==> src/rtl/regfile_wb_arbiter_pkg.sv <==
// Shared register-file constants and writeback priority encodings.
// The register file itself imports this package as well.
package regfile_wb_arbiter_pkg;

  localparam int REG_COUNT = 32;
  localparam int REG_W     = 32;

  typedef enum logic {
    PRIO_MEM = 1'b0,
    PRIO_ALU = 1'b1
  } prio_e;

  // Bit positions of each writeback source in the arbiter req/gnt vectors.
  localparam int GNT_MEM = 0;
  localparam int GNT_ALU = 1;

endpackage

==> src/rtl/regfile_wb_arbiter_rr_arbiter2.sv <==
// Two-input round-robin arbiter; the priority bit flips to the loser after
// every grant and holds when nothing is granted.
module rr_arbiter2
  import regfile_wb_arbiter_pkg::*;
(
  input  logic       clk,
  input  logic       aresetn,
  input  logic [1:0] req,
  output logic [1:0] gnt
);

  prio_e prio_q;

  // Grants are forced low while reset is held so no handshake can complete.
  always_comb begin
    gnt = 2'b00;
    if (aresetn) begin
      if (req[GNT_MEM] && req[GNT_ALU]) begin
        gnt[GNT_MEM] = (prio_q == PRIO_MEM);
        gnt[GNT_ALU] = (prio_q == PRIO_ALU);
      end else begin
        gnt = req;
      end
    end
  end

  always_ff @(posedge clk or negedge aresetn) begin
    if (!aresetn) begin
      prio_q <= PRIO_MEM;
    end else if (gnt[GNT_MEM]) begin
      prio_q <= PRIO_ALU;
    end else if (gnt[GNT_ALU]) begin
      prio_q <= PRIO_MEM;
    end
  end

endmodule

==> src/rtl/regfile_wb_arbiter.sv <==
// Shares the register file write port between ALU and load writeback, registers
// the winning write for one cycle and bypasses it onto both read ports.
module regfile_wb_arbiter #(
  parameter int REG_COUNT = regfile_wb_arbiter_pkg::REG_COUNT,
  parameter int REG_W     = regfile_wb_arbiter_pkg::REG_W,
  localparam int REG_IDX_W = $clog2(REG_COUNT)
) (
  input  logic                 clk,
  input  logic                 aresetn,
  input  logic                 alu_valid,
  output logic                 alu_ready,
  input  logic [REG_IDX_W-1:0] alu_reg,
  input  logic [REG_W-1:0]     alu_data,
  input  logic                 mem_valid,
  output logic                 mem_ready,
  input  logic [REG_IDX_W-1:0] mem_reg,
  input  logic [REG_W-1:0]     mem_data,
  output logic                 rf_wr_en,
  output logic [REG_IDX_W-1:0] rf_wr_reg,
  output logic [REG_W-1:0]     rf_wr_data,
  input  logic [REG_IDX_W-1:0] rd_reg_a,
  input  logic [REG_IDX_W-1:0] rd_reg_b,
  input  logic [REG_W-1:0]     rf_rd_data_a,
  input  logic [REG_W-1:0]     rf_rd_data_b,
  output logic [REG_W-1:0]     rd_data_a,
  output logic [REG_W-1:0]     rd_data_b
);

  import regfile_wb_arbiter_pkg::*;

  logic [1:0]           req;
  logic [1:0]           gnt;
  logic [REG_IDX_W-1:0] win_reg;
  logic [REG_W-1:0]     win_data;

  assign req[GNT_MEM] = mem_valid;
  assign req[GNT_ALU] = alu_valid;

  rr_arbiter2 u_arb (
    .clk     (clk),
    .aresetn (aresetn),
    .req     (req),
    .gnt     (gnt)
  );

  assign mem_ready = gnt[GNT_MEM];
  assign alu_ready = gnt[GNT_ALU];
  assign win_reg   = gnt[GNT_ALU] ? alu_reg  : mem_reg;
  assign win_data  = gnt[GNT_ALU] ? alu_data : mem_data;

  // Writes to x0 still complete the handshake but never reach the port.
  always_ff @(posedge clk or negedge aresetn) begin
    if (!aresetn) begin
      rf_wr_en   <= 1'b0;
      rf_wr_reg  <= '0;
      rf_wr_data <= '0;
    end else if ((gnt != 2'b00) && (win_reg != '0)) begin
      rf_wr_en   <= 1'b1;
      rf_wr_reg  <= win_reg;
      rf_wr_data <= win_data;
    end else begin
      rf_wr_en   <= 1'b0;
      rf_wr_reg  <= '0;
      rf_wr_data <= '0;
    end
  end

  assign rd_data_a = (rd_reg_a == '0) ? '0 :
                     (rf_wr_en && rf_wr_reg == rd_reg_a) ? rf_wr_data : rf_rd_data_a;
  assign rd_data_b = (rd_reg_b == '0) ? '0 :
                     (rf_wr_en && rf_wr_reg == rd_reg_b) ? rf_wr_data : rf_rd_data_b;

endmodule

==> config.mk <==
export PLATFORM = sky130hd
export DESIGN_NAME = regfile_wb_arbiter
export DESIGN_NICKNAME = d
export VERILOG_FILES = /design/src/rtl/regfile_wb_arbiter_pkg.sv /design/src/rtl/regfile_wb_arbiter_rr_arbiter2.sv /design/src/rtl/regfile_wb_arbiter.sv
export SDC_FILE = /design/constraint.sdc
export NUM_CORES = 1
export LEC_CHECK = 0
export ABC_CLOCK_PERIOD_IN_PS = 1660
export BUFFER_PORTS_ARGS = -buffer_cell sky130_fd_sc_hd__buf_2
export CORE_ASPECT_RATIO = 1.4
export CORE_MARGIN = 10
export CORE_UTILIZATION = 35
export CTS_CLUSTER_DIAMETER = 30
export DETAILED_ROUTE_END_ITERATION = 6
export HOLD_SLACK_MARGIN = 0.12
export PLACE_DENSITY = 0.76
export SKIP_LAST_GASP = 1
export SLEW_MARGIN = 30
export SYNTH_ARGS = -nofsm -noshare
export SYNTH_HDL_FRONTEND = slang
export SYNTH_HIERARCHICAL = 1
export SYNTH_SLANG_ARGS = --single-unit
==> constraint.sdc <==
create_clock -name clk -period 1.66 [get_ports clk]
set_input_delay 0.249 -clock clk [delete_from_list [all_inputs] [get_ports clk]]
set_output_delay 0.249 -clock clk [all_outputs]
set_load 0.02 [all_outputs]
==> impl_metrics.json <==
{
  "final_period_minus_worst_setup_slack_ps": 2200,
  "critical_path_required_ps": 1410,
  "mappedNetlistArea_sq_um": 3000,
  "grt_pass1_vias": 4441,
  "num_vias": 4630,
  "whs_ps": 187,
  "htree_levels": 2,
  "maxCapViolCount": 0,
  "topRoutingLayerUsed": "met4",
  "tightestPinTransition_ps": 499,
  "grt.total_usage": 0.230,
  "clock_tree_from_tritoncts": "yes",
  "min_period_over_period": 1.32,
  "synth_edf_count": 0,
  "max-slew-margin-rel": 0.668,
  "post_synthesis_cell_type_count": 24,
  "timing.critical_path.max_delay_family": "buffers and inverters",
  "synth_commonest_cells": "110 x sky130_fd_sc_hd__nand2_1, 68 x sky130_fd_sc_hd__nor2_1, 65 x sky130_fd_sc_hd__o21ai_0",
  "synth_ff_type": "sky130_fd_sc_hd__dfrtp_1",
  "critPathSlowestCell": "sky130_fd_sc_hd__dfrtp_2",
  "cts_buffer_depth": 2,
  "power_leakage_nw": 2.97,
  "number_of_cells_produced_by_synthesis": 456,
  "dr_wl_met2_um": 9420,
  "clock_skew_ps": 1.13,
  "final.setup.worst_slack_ps": -539,
  "largest_register_ffs": 32,
  "antenna_violating_nets_left": 0,
  "cts.reportedPaths.clkPinSlew_ps": 60,
  "hpwlAfterDp_um": 12400,
  "syn-num-nets": 608,
  "final_max_slew_viols": 0,
  "timing.critical_path.arrival_ps": 1950,
  "bufs_and_invs_on_worst_path": 3,
  "clk_latency_ps": 280,
  "synth_top_cells_by_area": "sky130_fd_sc_hd__dfrtp_1 33%, sky130_fd_sc_hd__nand2_1 14%, sky130_fd_sc_hd__nand4_1 13%, sky130_fd_sc_hd__o21ai_0 11%, sky130_fd_sc_hd__nor2_1 8.5%",
  "grt_setup_unrepaired": "yes",
  "wirelength_met1_um": 5870,
  "placeableCoreArea_sq_um": 8250,
  "totalNegativeSetupSlack_ps": -33810,
  "regArea_sq_um": 978,
  "antenna_found_initial": 0,
  "met3RoutedLength_um": 1250,
  "globalplace.congestion": 0.880,
  "worstHoldPathType": "input port to async pin",
  "failing_checks": "setup timing",
  "avg_inst_size_synth_sq_um": 6.58,
  "warning_count_from_the_yosys_run": 6,
  "outcome": "finished, violations left",
  "routedWlPerCell_um": 20.8,
  "portBuffers": 255,
  "detailedRoute.firstPassIterationCount": 6,
  "largest_area_contributor_in_the_netlist": "sky130_fd_sc_hd__dfrtp_1",
  "fin_nets": 876,
  "vdd_drop_max_v": 0.000462,
  "cp_max_stage_delay_ps": 440,
  "synth_largest_type_area_fraction": 0.325,
  "grt.overflow.total": 0,
  "initial_standard_cell_utilization_of_the_core": 0.364,
  "async_flop_share": 1.00,
  "synth.most_common_cell": "sky130_fd_sc_hd__nand2_1",
  "ioPinCount": 256,
  "grt_pass1_wl_um": 23800,
  "die-area_sq_um": 12700,
  "cts_buffers": 5,
  "detail_route.drc_violations": 0,
  "yosysSeqAreaShare": 0.325,
  "worstSetupEndpointType": "output port",
  "cts_sinks": 39,
  "overall_routed_net_length_um": 17200,
  "die_width_um": 98.3,
  "cp_max_fo": 6,
  "fillers": 656,
  "synthesis_to_finish_area_growth_pct": 97.2,
  "critical_path.startpoint_type": "flop",
  "timing_hold_violations_final": 0,
  "grt_start_max_net_pins": 65,
  "post_route_cells_drive_above_1_share": 0.577,
  "synth.ff_latch_count": 39,
  "number_of_hold_repair_buffers_added_at_the_cts_stage": 0,
  "max_freq_ghz": 0.455,
  "timing.critical_path.cells": "xor2_2 > nor4_4 > buf_6 > buf_12 > nand4_1 > o21ai_2 > buf_4",
  "cts.root.buffer_cell": "sky130_fd_sc_hd__clkbuf_16",
  "multi_input_area_sq_um": 2230,
  "total_power_mw": 3.63,
  "chipHeight_um": 130,
  "worstSetupPathType": "flop to output port",
  "setup-violations-final": 97,
  "powerDensity_nw_per_um2": 613,
  "core.rowCount": 39,
  "ratio_of_routed_vias_to_standard_cells": 5.59,
  "final_cell_area_sq_um": 5920,
  "detailedRoute.firstIterationViolations": 379,
  "placement.cell_area_sq_um": 4820
}
## through the flow
stage,instances,utilization,worst slack [ps]
final,828,0.717,-539
after global routing,827,0.717,-615
after CTS,813,0.655,-511
after detailed placement,792,0.584,-279
after global placement,792,0.584,-260
after floorplan,456,-,-137
## layout make-up
type                       count  share of cell area
tap                          102              0.0216
clock inverter                 1             0.00127
multi-input combinational    369               0.377
sequential                    39               0.165
clock buffer                   7              0.0258
timing repair buffer         308               0.408
inverter                       1            0.000635
antenna                        1            0.000423
## worst register-to-register path: stages (launching register included)
cell and delay (ps):
sky130_fd_sc_hd__dfrtp_1 390, sky130_fd_sc_hd__inv_2 90, sky130_fd_sc_hd__a21oi_4 60, sky130_fd_sc_hd__or4_4 420, sky130_fd_sc_hd__o31ai_4 280, sky130_fd_sc_hd__buf_6 170, sky130_fd_sc_hd__clkbuf_16 170, sky130_fd_sc_hd__nor2_2 40
## layout by cell type (no fill, tap or decap), drive strengths merged
cell type  netlist  layout
o21ai           69      69
or4              1       1
nor3             2       2
a21oi           35      35
buf             10     299
o31ai            1       1
clkbuf          37      16
nand3b           1       1
xor2             8       8
dfrtp           39      39
nor4             3       3
clkinvlp         0       1
and2             4       4
nand2          110     110
diode            0       1
nor2            68      68
inv              1       1
and3             1       1
xnor2            2       2
nand4           64      64
## what timing repair did
item                       in CTS  in global routing
cloned                          5                 10
setup endpoints to repair      67                 87
pin swaps                      13                 12
setup buffers                   8                  6
resized for setup              67                 85
## power by group
part	switching [mW]	leakage, nW	internal (mW)
Sequential	0.0960	0.513	1.03
Combinational	0.821	2.38	0.668
Clock	0.375	0.0761	0.639
Total	1.29	2.97	2.34
## path summary, 6_finish.rpt
check | startpoint | to | slack, ps | cells past startpoint
hold reg to reg | u_arb/prio_q | u_arb/prio_q | 740 | 3
min in group clk | alu_reg[4] | rf_wr_reg[4] | 200 | 3
hold / removal | aresetn | rf_wr_data[21] | 190 | 3
setup / recovery | rf_wr_reg[2] | rd_data_b[15] | -540 | 7
setup reg to reg | u_arb/prio_q | rf_wr_data[2] | -70 | 7
max in group asynchronous | aresetn | rf_wr_reg[2] | 1110 | 3
## kinds of logic after synthesis
family | share of synthesized area
simple gates | 0.392
compound gates | 0.182
buf+inv | 0.0713
flops | 0.325
xor+xnor | 0.0292
## metal layers
metal,GRT usage,vias up
li1,-,2137
met5,0,-
met1,0.254,2136
met3,0.0543,70
met4,0.108,0
met2,0.408,287
Note: power is estimated with default switching activity, not from simulation.
